$ cat src/rtl/multicycle_control.sv
// Multi-cycle RV32I control FSM: sequences fetch/decode/execute/memory/writeback,
// stalls on mem_ready, traps illegal opcodes and counts retired instructions.
module multicycle_control #(
  parameter int CNT_W       = 32,
  parameter int ALUOP_W     = 2,
  parameter bit STICKY_TRAP = 1'b1
) (
  input  logic               clk,
  input  logic               reset,
  input  logic               run,
  input  logic [6:0]         opcode,
  input  logic               mem_ready,
  output logic               pc_write,
  output logic               ir_write,
  output logic               branch,
  output logic               memread,
  output logic               memwrite,
  output logic               memtoreg,
  output logic               alusrc,
  output logic               regwrite,
  output logic [ALUOP_W-1:0] aluop,
  output logic               illegal,
  output logic [CNT_W-1:0]   instr_count,
  output logic [3:0]         state_o
);

  typedef enum logic [3:0] {
    IDLE     = 4'd0,
    FETCH    = 4'd1,
    DECODE   = 4'd2,
    EXEC_R   = 4'd3,
    EXEC_I   = 4'd4,
    ALU_WB   = 4'd5,
    MEM_ADDR = 4'd6,
    MEM_RD   = 4'd7,
    MEM_WB   = 4'd8,
    MEM_WR   = 4'd9,
    BRANCH   = 4'd10,
    TRAP     = 4'd11
  } state_t;

  localparam logic [6:0] OP_R  = 7'b0110011;
  localparam logic [6:0] OP_I  = 7'b0010011;
  localparam logic [6:0] OP_LD = 7'b0000011;
  localparam logic [6:0] OP_ST = 7'b0100011;
  localparam logic [6:0] OP_BR = 7'b1100011;

  state_t     state;
  state_t     nxt;
  logic       retire;
  logic [1:0] aluop2;
  logic       is_r;
  logic       is_i;
  logic       is_ld;
  logic       is_st;
  logic       is_br;

  assign is_r  = (opcode == OP_R);
  assign is_i  = (opcode == OP_I);
  assign is_ld = (opcode == OP_LD);
  assign is_st = (opcode == OP_ST);
  assign is_br = (opcode == OP_BR);

  assign aluop   = ALUOP_W'(aluop2);
  assign state_o = state;

  always_ff @(posedge clk) begin
    if (reset) state <= IDLE;
    else       state <= nxt;
  end

  // Saturates at all-ones rather than wrapping
  always_ff @(posedge clk) begin
    if (reset)
      instr_count <= '0;
    else if (retire && !(&instr_count))
      instr_count <= instr_count + CNT_W'(1);
  end

  always_comb begin
    nxt      = state;
    retire   = 1'b0;
    pc_write = 1'b0;
    ir_write = 1'b0;
    branch   = 1'b0;
    memread  = 1'b0;
    memwrite = 1'b0;
    memtoreg = 1'b0;
    alusrc   = 1'b0;
    regwrite = 1'b0;
    aluop2   = 2'b00;
    illegal  = 1'b0;
    unique case (state)
      IDLE: if (run) nxt = FETCH;
      FETCH: begin
        memread = 1'b1;
        if (mem_ready) begin
          ir_write = 1'b1;
          pc_write = 1'b1;
          nxt      = DECODE;
        end
      end
      DECODE: begin
        unique case (1'b1)
          is_r:          nxt = EXEC_R;
          is_i:          nxt = EXEC_I;
          is_ld | is_st: nxt = MEM_ADDR;
          is_br:         nxt = BRANCH;
          default:       nxt = TRAP;
        endcase
      end
      EXEC_R: begin
        aluop2 = 2'b10;
        nxt    = ALU_WB;
      end
      EXEC_I: begin
        alusrc = 1'b1;
        nxt    = ALU_WB;
      end
      ALU_WB: begin
        regwrite = 1'b1;
        retire   = 1'b1;
      end
      // Opcode changing under us between DECODE and here is treated as illegal
      MEM_ADDR: begin
        alusrc = 1'b1;
        if (is_ld)      nxt = MEM_RD;
        else if (is_st) nxt = MEM_WR;
        else            nxt = TRAP;
      end
      MEM_RD: begin
        memread = 1'b1;
        alusrc  = 1'b1;
        if (mem_ready) nxt = MEM_WB;
      end
      MEM_WB: begin
        regwrite = 1'b1;
        memtoreg = 1'b1;
        retire   = 1'b1;
      end
      MEM_WR: begin
        memwrite = 1'b1;
        alusrc   = 1'b1;
        retire   = mem_ready;
      end
      BRANCH: begin
        branch = 1'b1;
        aluop2 = 2'b01;
        retire = 1'b1;
      end
      TRAP: begin
        illegal = 1'b1;
        if (!STICKY_TRAP) nxt = IDLE;
      end
      default: nxt = IDLE;
    endcase
    if (retire) nxt = run ? FETCH : IDLE;
  end

endmodule

$ cat config.mk
export PLATFORM = sky130hd
export DESIGN_NAME = multicycle_control
export DESIGN_NICKNAME = d
export VERILOG_FILES = /design/src/rtl/multicycle_control.sv
export SDC_FILE = /design/constraint.sdc
export NUM_CORES = 1
export LEC_CHECK = 0
export ABC_CLOCK_PERIOD_IN_PS = 2200
export CORE_MARGIN = 2
export CORE_UTILIZATION = 49
export DETAILED_ROUTE_END_ITERATION = 12
export HOLD_SLACK_MARGIN = 0.12
export PLACE_DENSITY_LB_ADDON = 0.12
export SLEW_MARGIN = 10
export SYNTH_ARGS = -nofsm -noshare
export SYNTH_HDL_FRONTEND = slang
export SYNTH_SLANG_ARGS = --single-unit
$ cat constraint.sdc
create_clock -name clk -period 2.2 [get_ports clk]
set_clock_uncertainty 0.1 [all_clocks]
set_input_delay 0.33 -clock clk [delete_from_list [all_inputs] [get_ports clk]]
set_output_delay 0.33 -clock clk [all_outputs]
set_load 0.03 [all_outputs]
== Yosys cells after proc, flatten, opt, wreduce, memory -nomap -nowiden ==
Index checks and enable logic that the tools add are counted.
Cells by class
  bitwise logic cells: 1
  muxes and demuxes: 20
  add/subtract/negate cells: 1
  reduce and logical (&&, ||, !) cells: 11
  equal/unequal tests: 20
Operators by type and width (number)
  32-bit by 1-bit adder with 32-bit output, second input constant: 1
  32-bit AND reduction: 1
  4-bit one-hot mux with 7 select lines: 1
  4-bit 2-to-1 mux: 5
  4-bit by 3-bit == test with 1-bit output, second input constant: 4
  4-bit == test, second input constant: 4
  4-bit one-hot mux with 4 select lines: 1
  7-bit by 6-bit == test with 1-bit output, second input constant: 2
  1-bit 2-to-1 mux: 10
  3-bit inequality test, second input constant: 3
  4-bit by 2-bit == test with 1-bit output, second input constant: 2
  7-bit by 2-bit == test with 1-bit output, second input constant: 1
  7-bit by 5-bit == test with 1-bit output, second input constant: 1
  7-bit == test, second input constant: 1
  2-bit OR reduction: 3
  5-bit OR reduction: 1
  4-bit by 1-bit == test with 1-bit output, second input constant: 1
  4-bit logical NOT: 1
  2-bit one-hot mux with 2 select lines: 1
  4-bit AND reduction: 1
  4-bit OR reduction: 1
  3-bit OR reduction: 1
  2-bit 2-to-1 mux: 1
  2-bit by 1-bit inequality test with 1-bit output, second input constant: 1
  4 further kinds: 4
Storage, ports and cells
  logic and storage cells: 55
  output and inout bits: 47
  input bits: 11
  register bits: 36

== Logic depth before layout (Yosys ltp) ==
Gate-level depths: netlist of the first run.
  depth after elaboration: 5
  mapped depth: 7
  depth with buffers taken out: 6

== Worst setup path after synthesis of the first run ==
OpenSTA, ideal clock, no wires.
  path type: register to output
  from: register state[0] (netlist: state_o[0])
  to: output port pc_write
  data arrival time: 2090 ps
  cell stages (with the launch flop): 4
  required time: 1770 ps
  path slack: -320 ps
  buffers on the path: 1
  cells stage by stage: dfxtp_1 -> nand2b_1 -> nor4_1 -> buf_4
Between the ends
  cells in the longest elaborated chain, start to end: 2
RTL lines
  from (decl): line 48  | state_t state;
  from (signal assigned): line 69  | else state <= nxt;
  4-bit by 1-bit == test with 1-bit output
  1-bit 2-to-1 mux
  to (decl): line 13  | output logic pc_write,
Every way passes these cells.

== Final worst setup path of the first run ==
  from: input port mem_ready
  to: register instr_count[31]
Between the ends
  cells in the longest elaborated chain, start to end: 2
RTL lines
  from (decl): line 12  | input logic mem_ready,
  1-bit one-hot mux with 2 select lines: line 93  | unique case (state)
  1-bit logical AND: line 76  | else if (retire && !(&instr_count))
  to (signal assigned): line 77  | instr_count <= instr_count + CNT_W'(1);
  to (decl): line 23  | output logic [CNT_W-1:0] instr_count,
Every way passes these cells.
A chain may end at the register's enable or synchronous reset.

==> flow_metrics.py, run 1 <==
metrics = {
    "clock_tree": {
        "clk_latency_ns": 0.29,
        "cts_root_buf": "clkbuf_8",
        "h-tree-depth": 2,
        "cts_sinks": 36,
        "cts_hold_buf": 0,
        "clkSlewWorstSetupHoldPaths_ns": 0.08,
        "cts_buffers": 5,
        "cts_tree": "built",
        "cts_buffer_depth": 2,
    },
    "cells_and_area": {
        "multiInputGateArea_um2": 1375,
        "nNetsFinal": 364,
        "postLayoutCellArea_um2": 3134,
        "drive_gt1_share_pct": 18.98,
        "area_delta_synth_final_pct": 44.13,
        "diodes": 0,
        "post-route-util_pct": 72.48,
        "fillers": 349,
        "seq_area_um2": 720.7,
    },
    "place": {
        "place.gp.congestion": 0.8514,
        "port_buffers": 57,
        "place_area_um2": 3014,
        "dpl.hpwl_mm": 4.297,
        "pre_cts_ws_ns": -0.1120,
    },
    "detailed_routing": {
        "finalWirelength_mm": 5.934,
        "viasPerCell": 5.965,
        "drc": 0,
        "first_pass_iters": 4,
        "drtAntennaViolNets": 0,
        "avgRoutedWirePerCell_um": 14.65,
        "first_iter_violations": 118,
        "vias": 2416,
    },
    "worst_setup_path": {
        "critPathTopFamily": "buffers and inverters",
        "crit_chain": "clkdlybuf4s50_1, nand2b_1, a21oi_4, buf_4, o211ai_2, or4_1, a21oi_1",
        "arrival_ns": 2.18,
        "cp.required_ns": 2.33,
        "cp-start-kind": "input pin",
        "cp_max_fo": 9,
        "r2r_setup_slack_ns": 0.16,
        "slowest_stage": "or4_1",
        "crit_path_end_kind": "flop",
        "crit_type": "input pin to flop",
        "critPathMaxStageDelay_ns": 0.54,
        "critPathBufInv": 2,
    },
    "die": {
        "placementRows": 24,
        "core_um2": 4324,
        "die-area_um2": 4986,
        "start_util_pct": 50.29,
        "die_x_um": 70.62,
        "pin_count": 58,
        "die_y_um": 70.62,
    },
    "hold_path": {
        "hold_path_class": "flop to flop",
    },
    "logic_synthesis": {
        "yosysSeqAreaShare_pct": 33.14,
        "async_reset_ff_share_pct": 0,
        "ys.warnings.count": 0,
        "ys_ff_latch": 36,
        "synth_area_leaders": "dfxtp_1 (33%), a21oi_1 (7.1%), o31ai_1 (5.5%)",
        "syn_nets": 279,
        "synth_cell_type_count": 48,
        "synth_area_um2": 2175,
        "ys.flop_type": "dfxtp_1",
        "yosysTopAreaCell": "dfxtp_1",
        "syn_area_per_cell_um2": 8.145,
        "synthCells": 267,
        "yosysTopAreaCellShare_pct": 33.14,
        "synth_edf_count": 0,
    },
    "sta": {
        "slew_viol_final": 0,
        "hold_viol": 0,
        "max_freq_mhz": 487.7,
        "setup_tns_ns": 0,
        "setup_violations": 0,
        "worst_pin_slew_ns": 0.5851,
        "period_minus_slack_ns": 2.050,
        "period_share_pct": 93.20,
        "slew_headroom_pct": 60.85,
        "setup_slack_ns": 0.1496,
    },
    "power": {
        "power_density_nw_per_um2": 613.0,
        "irDropWorstVdd_mv": 0.4175,
        "p_leak_nw": 1.099,
    },
    "global_routing": {
        "grt_max_degree": 43,
        "antenna_found_initial": 0,
        "grt_pass1_vias": 2191,
        "grtUsageTotal_pct": 24.29,
        "grt_overflow": 0,
        "grt_pass1_wl_mm": 10.02,
    },
    "status": {
        "status": "complete, no violations",
    },
    "run": {
        "drv_cap": 0,
    },
}
[per-stage QoR]
stage                     power, mW  cells  hold WS (ns)
after floorplan               1.114    267        0.4737
after global placement        1.350    397        0.3949
after detailed placement      1.359    397        0.4028
after CTS                     1.933    405        0.4187
after global routing          2.013    405        0.4502
final                         1.921    405        0.4193
[registers in the layout, indices dropped and copies added (netlist names)]
signal and cells:
instr_count 32, state_o 4
[kinds of logic (layout without fill, tap and decap cells)]
kind of cell	after synthesis	count (layout)	share of synthesized area, %
simple gates	117	117	31.93
compound gates	82	82	24.68
flops	36	36	33.14
buf+inv	21	107	4.718
mux	9	9	4.546
fa+ha+maj	1	1	0.5753
xor+xnor	1	1	0.4028
[worst min-delay path: cells and delay by family, from the launching register on]
family,cells,cell delay (ns)
DFF,1,0.34
AOI/OAI and AO/OA,2,0.14
[area by class of cell]
type                       instances  share of cell area (%)
inverter                           8                  0.9581
clock buffer                       5                   2.196
multi-input combinational        210                   43.87
timing repair buffer              91                   26.55
sequential                        36                   22.99
tap                               52                   2.076
clock inverter                     3                   1.357
[layout by cell type (no fill, tap or decap), types with 4 or more instances in the layout]
master | Yosys | layout
a21oi_1 | 31 | 31
nand2_1 | 14 | 14
o21ai_0 | 15 | 15
dfxtp_1 | 36 | 36
nand3_1 | 11 | 11
mux2_2 | 7 | 7
clkbuf_8 | 0 | 5
and3_1 | 4 | 4
nand4_1 | 9 | 9
inv_1 | 8 | 8
or4_1 | 15 | 15
clkdlybuf4s50_1 | 0 | 46
nor3_1 | 6 | 6
dlygate4sd2_1 | 0 | 7
or3_1 | 8 | 8
o31ai_1 | 16 | 16
buf_4 | 2 | 36
nor2_1 | 16 | 16
nor4_1 | 8 | 6
nand2b_1 | 6 | 5
and4_1 | 4 | 4
nor2b_1 | 6 | 6
[layer usage]
metal	up-vias	GRT usage, %	wire, µm
met5	-	0	0
met4	0	7.757	80
met3	7	4.131	342
met2	78	39.94	2821
met1	1129	32.80	2689
li1	1202	-	-
[cell usage after synthesis, types with 7 or more instances]
cell type / number
dfxtp_1: 36
a21oi_1: 31
nor2_1: 16
o31ai_1: 16
o21ai_0: 15
or4_1: 15
nand2_1: 14
nand3_1: 11
nand4_1: 9
inv_1: 8
nor4_1: 8
or3_1: 8
mux2_2: 7
[path summary, 6_finish.rpt]
kind / to / start / depth (start not counted)
max reg2reg: instr_count[28]$_SDFFE_PP0P_ / instr_count[21]$_SDFFE_PP0P_ / 6
min: instr_count[22]$_SDFFE_PP0P_ / instr_count[22]$_SDFFE_PP0P_ / 2
min reg2reg: instr_count[22]$_SDFFE_PP0P_ / instr_count[22]$_SDFFE_PP0P_ / 2
max: instr_count[31]$_SDFFE_PP0P_ / mem_ready / 7
[power by group]
group | switching [mW] | internal, mW | leakage (nW) | total (mW)
combinational | 0.367 | 0.268 | 0.755 | 0.635
clock | 0.248 | 0.335 | 0.0541 | 0.583
sequential | 0.0278 | 0.675 | 0.290 | 0.703
[what timing repair did]
item,in CTS,in global routing
setup endpoints to repair,7,6
buffers inserted,0,0
resized for setup,7,3
(Power assumes the default switching activity.)
==> run 2, diff against run 1 <==
- ABC_AREA: not set -> 1
- CORE_UTILIZATION: 49 -> 51
==> flow_metrics.py, run 2 <==
metrics = {
    "clock_tree": {
        "cts_hold_buf": 0,
        "clk_latency_ns": 0.30,
        "cts_buffers": 5,
        "h-tree-depth": 2,
        "cts_tree": "built",
        "cts_root_buf": "clkbuf_8",
        "clkSlewWorstSetupHoldPaths_ns": 0.07,
        "cts_sinks": 36,
        "cts_buffer_depth": 2,
    },
    "cells_and_area": {
        "area_delta_synth_final_pct": 31.18,
        "drive_gt1_share_pct": 11.81,
        "largest_reg_flops": 32,
        "top_register": "instr_count",
        "nNetsFinal": 537,
        "final_cell_mix": "nand2_1 (179), nor2_1 (83), clkdlybuf4s50_1 (48), dfxtp_1 (36), inv_1 (35)",
        "diodes": 0,
        "post-route-util_pct": 68.06,
        "layout_commonest_cell": "nand2_1",
        "stdcell_count": 595,
    },
    "logic_synthesis": {
        "yosysTopAreaCell": "dfxtp_1",
        "async_reset_ff_share_pct": 0,
        "synth_area_leaders": "dfxtp_1 (28%), nand2_1 (26%), nor2_1 (12%)",
        "ys.warnings.count": 0,
        "synth_edf_count": 0,
        "ys_ff_latch": 36,
        "synth_cell_type_count": 27,
        "synth_common_cells": "nand2_1 (179), nor2_1 (83), dfxtp_1 (36)",
        "yosysSeqAreaShare_pct": 27.55,
        "synthCells": 452,
        "ys.flop_type": "dfxtp_1",
        "syn_nets": 464,
        "synth.most_common_cell": "nand2_1",
        "syn_area_per_cell_um2": 5.788,
        "yosysTopAreaCellShare_pct": 27.55,
        "synth_area_um2": 2616,
    },
    "global_routing": {
        "grtUsageTotal_pct": 27.07,
        "antenna_found_initial": 0,
        "grt_pass1_wl_mm": 11.86,
        "grt_pass1_vias": 2697,
        "grt_overflow": 0,
        "grt_max_degree": 32,
    },
    "sta": {
        "hold_viol": 0,
        "period_share_pct": 99.67,
        "slew_viol_final": 0,
        "max_freq_mhz": 456.0,
        "slew_headroom_pct": 67.58,
        "rsz0062_at_grt": "yes",
        "setup_violations": 0,
        "setup_slack_ns": 0.007220,
        "period_minus_slack_ns": 2.193,
        "worst_pin_slew_ns": 0.4826,
    },
    "worst_setup_path": {
        "cp.required_ns": 1.77,
        "critPathMaxStageDelay_ns": 0.45,
        "arrival_ns": 1.76,
        "cp_max_fo": 7,
        "slowest_stage": "dfxtp_1",
        "critPathTopFamily": "simple AND/OR/NAND/NOR gates",
        "crit_path_end_kind": "output port",
        "crit_type": "flop to output port",
        "r2r_setup_slack_ns": 0.20,
        "crit_chain": "inv_1, nor2_1, nand2_1, nor2_1, dlygate4sd2_1",
        "critPathBufInv": 2,
        "cpMostUsedCell": "nor2_1",
        "cp-start-kind": "flop",
    },
    "detailed_routing": {
        "avgRoutedWirePerCell_um": 12.38,
        "first_pass_iters": 4,
        "vias": 2982,
        "drc": 0,
        "finalWirelength_mm": 7.365,
        "first_iter_violations": 199,
        "viasPerCell": 5.012,
        "drtAntennaViolNets": 0,
    },
    "place": {
        "port_buffers": 57,
        "pre_cts_ws_ns": 0.05957,
        "dpl.hpwl_mm": 5.786,
        "place.gp.congestion": 0.9178,
        "dp_cells": 588,
    },
    "die": {
        "start_util_pct": 51.89,
        "core_um2": 5042,
        "die-area_um2": 5719,
        "die_y_um": 75.63,
        "placementRows": 26,
        "die_x_um": 75.63,
        "pin_count": 58,
    },
    "power": {
        "power_density_nw_per_um2": 594.4,
        "p_clk_share_pct": 26.1,
        "report.power.total_mw": 2.040,
        "p_comb_share_pct": 38.0,
        "p_int_mw": 1.211,
        "pwr-share-seq_pct": 35.9,
        "irDropWorstVdd_mv": 0.4967,
        "p_leak_nw": 1.318,
        "switchingPower_mw": 0.8288,
        "p_sw_share_pct": 40.63,
    },
    "status": {
        "status": "complete, no violations",
    },
    "run": {
        "drv_cap": 0,
    },
    "hold_path": {
        "hold_path_class": "flop to flop",
    },
}
run 2: worst min-delay path, delay by kind of cell, from the launching register on:
kind               cells  cell delay, ns
AOI/OAI and AO/OA      1            0.06
DFF                    1            0.35
and+or+nand+nor        1            0.08
run 2: cell type report:
| type | count | area (µm²) |
|---|---|---|
| multi-input cells | 367 | 1668 |
| repair buffers | 77 | 714.4 |
| clock buffers | 7 | 96.34 |
| well taps | 70 | 87.58 |
| inverters | 38 | 145.1 |
| flip-flops and latches | 36 | 720.7 |
| fillers | 508 | 1610 |
run 2: routing by layer:
layer	GRT usage, %	part of all wire (%)	wire length [µm]
met3	5.291	5.4	398
met1	33.12	43	3200
met2	48.41	50	3692
met4	7.212	1.0	74
met5	0	0	0
run 2: worst paths after layout:
kind | from | endpoint | cells after the start
worst max-delay path | state_o[0]$_SDFFE_PP0P_ | ir_write | 5
worst min-delay path | instr_count[31]$_SDFFE_PP0P_ | instr_count[31]$_SDFFE_PP0P_ | 2
worst max register to register | instr_count[1]$_SDFFE_PP0P_ | instr_count[23]$_SDFFE_PP0P_ | 10
worst min register to register | instr_count[31]$_SDFFE_PP0P_ | instr_count[31]$_SDFFE_PP0P_ | 2
run 2: logic make-up (layout without fill, tap and decap cells):
logic type	count (synthesis)	after routing	share of synthesized area, %
AO/OA/AOI/OAI	44	44	10.04
XOR/XNOR	14	14	4.687
buffers and inverters	49	122	8.704
flip-flops	36	36	27.55
adder cells (fa/ha/maj)	1	1	0.4782
AND/OR/NAND/NOR	308	308	48.54
run 2: per-stage QoR:
| stage | area (µm²) | setup TNS (ns) | hold slack [ns] |
|---|---|---|---|
| 3_5_place_dp | 3339 | 0 | 0.4157 |
| 4_1_cts | 3427 | 0 | 0.4294 |
| 6_report | 3432 | 0 | 0.4241 |
| 5_1_grt | 3432 | -0.1988 | 0.4574 |
| 3_3_place_gp | 3339 | 0 | 0.4108 |
| 2_1_floorplan | 2616 | 0 | 0.4410 |
run 2: power groups by stage:
stage                     clock (mW)  combinational (mW)  sequential, mW
after CTS                      0.537               0.776           0.733
after global placement             0               0.790           0.745
after global routing           0.563               0.849           0.741
after detailed placement           0               0.791           0.748
after floorplan                    0               0.530           0.810
final                          0.532               0.776           0.733
run 2: repair_timing:
action / 4_1_cts / 5_1_grt
endpoints found under the setup margin: 7 / 7
resized for setup: 7 / 7
cloned: 0 / 0
setup buffers: 0 / 0
==> run 3, diff against run 2 <==
- ABC_CLOCK_PERIOD_IN_PS: 2200 -> 2620
- CAP_MARGIN: not set -> 5
- CORE_UTILIZATION: 51 -> 53
- clock period: 2.2 -> 2.62 ns (I/O delays scaled with it)
==> flow_metrics.py, run 3 (same netlist as run 2, synthesis figures left out) <==
metrics = {
    "status": {
        "status": "complete, no violations",
    },
    "run": {
        "drv_cap": 0,
    },
    "worst_setup_path": {
        "cpMostUsedCell": "nand2_1",
        "crit_type": "flop to output port",
        "slowest_stage": "clkdlybuf4s50_1",
        "cp.required_ns": 2.13,
        "cp-start-kind": "flop",
        "critPathMaxStageDelay_ns": 0.68,
        "arrival_ns": 1.98,
        "crit_chain": "inv_1, nor2_1, nand2_1, nand2_1, clkdlybuf4s50_1",
        "cp_max_fo": 7,
        "crit_path_end_kind": "output port",
    },
    "cells_and_area": {
        "largest_reg_flops": 32,
        "top_register": "instr_count",
        "drive_gt1_share_pct": 8.644,
        "final_cell_mix": "nand2_1 (179), nor2_1 (83), clkdlybuf4s50_1 (55), dfxtp_1 (36), inv_1 (35)",
        "post-route-util_pct": 69.37,
        "layout_commonest_cell": "nand2_1",
        "diodes": 0,
        "area_delta_synth_final_pct": 26.06,
        "nNetsFinal": 521,
    },
    "clock_tree": {
        "cts_sinks": 36,
        "cts_root_buf": "clkbuf_8",
        "clk_latency_ns": 0.29,
        "cts_tree": "built",
        "cts_buffer_depth": 2,
        "h-tree-depth": 2,
        "cts_buffers": 5,
        "clkSlewWorstSetupHoldPaths_ns": 0.07,
        "cts_hold_buf": 0,
    },
    "sta": {
        "whs_ns": 0.4156,
        "rsz0062_at_grt": "no",
        "slew_headroom_pct": 64.47,
        "max_freq_mhz": 405.0,
        "period_share_pct": 94.24,
        "setup_slack_ns": 0.1508,
        "period_minus_slack_ns": 2.469,
        "slew_viol_final": 0,
        "worst_pin_slew_ns": 0.5321,
        "setup_violations": 0,
        "hold_viol": 0,
        "setup_tns_ns": 0,
    },
    "power": {
        "p_leak_nw": 1.194,
        "irDropWorstVdd_mv": 0.4525,
        "report.power.total_mw": 1.668,
        "power_density_nw_per_um2": 505.7,
    },
    "die": {
        "pin_count": 58,
        "placementRows": 25,
        "die-area_um2": 5515,
        "die_y_um": 74.26,
        "start_util_pct": 55.03,
        "core_um2": 4755,
        "die_x_um": 74.26,
    },
    "global_routing": {
        "grt_pass1_vias": 2594,
        "grt_overflow": 0,
        "grtUsageTotal_pct": 27.11,
        "antenna_found_initial": 0,
        "grt_max_degree": 34,
        "grt_pass1_wl_mm": 11.67,
    },
    "hold_path": {
        "hold_path_class": "flop to flop",
    },
    "detailed_routing": {
        "drtAntennaViolNets": 0,
        "first_iter_violations": 165,
        "finalWirelength_mm": 7.080,
        "avgRoutedWirePerCell_um": 12.29,
        "viasPerCell": 4.962,
        "first_pass_iters": 4,
        "drc": 0,
        "vias": 2858,
    },
    "place": {
        "port_buffers": 57,
        "dpl.hpwl_mm": 5.475,
        "pre_cts_ws_ns": 0.3238,
        "place.gp.congestion": 0.9095,
    },
}
[run 3: cell types whose count changed in the layout (fill, tap and decap cells not counted)]
cell | before | now
buf_4 | 20 | 4
clkbuf_1 | 0 | 1
clkbuf_2 | 1 | 0
clkbuf_8 | 7 | 5
clkdlybuf4s15_1 | 1 | 0
clkdlybuf4s50_1 | 48 | 55
clkinv_2 | 0 | 1
dlygate4sd2_1 | 5 | 0
inv_2 | 2 | 3
inv_4 | 1 | 0
[run 3: what timing repair did]
item	4_1_cts	5_1_grt
gates resized for setup	0	2
setup buffers	0	0
endpoints found under the setup margin	0	2
[run 3: routing by layer]
layer / GRT usage [%] / share of wire (%) / vias to the layer above
li1: - / - / 1511
met1: 35.28 / 45 / 1270
met2: 45.73 / 48 / 66
met3: 4.472 / 4.5 / 11
met4: 9.127 / 2.0 / 0
met5: 0 / 0 / -
[run 3: cell type report]
type                       count  area [µm²]
timing repair buffer          61       605.6
fill                         450        1456
tap                           67       83.83
clock buffer                   6       72.57
multi-input combinational    367        1668
sequential                    36       720.7
clock inverter                 1       5.005
inverter                      38       142.6
[run 3: metrics by stage]
step,instances,area [µm²]
6_report,576,3298
5_1_grt,576,3298
4_1_cts,576,3293
3_5_place_dp,569,3216
3_3_place_gp,569,3216
2_1_floorplan,452,2616
[run 3: path summary, 6_finish.rpt]
kind	start	to	slack [ns]	cells after the start
min reg2reg	instr_count[31]$_SDFFE_PP0P_	instr_count[31]$_SDFFE_PP0P_	0.42	2
min	instr_count[31]$_SDFFE_PP0P_	instr_count[31]$_SDFFE_PP0P_	0.42	2
max	state_o[0]$_SDFFE_PP0P_	memread	0.15	5
max reg2reg	instr_count[0]$_SDFFE_PP0P_	instr_count[1]$_SDFFE_PP0P_	0.50	10
[run 3: power by group]
part           switching, mW  internal, mW
clock network          0.205         0.181
registers             0.0500         0.575
logic                  0.438         0.219
total                  0.693         0.975
[run 3: worst max-delay path: cells and delay by family, from the launching register on]
family        cells  cell delay, ns
simple gates      3            0.49
buf+inv           2            0.76
flops             1            0.44
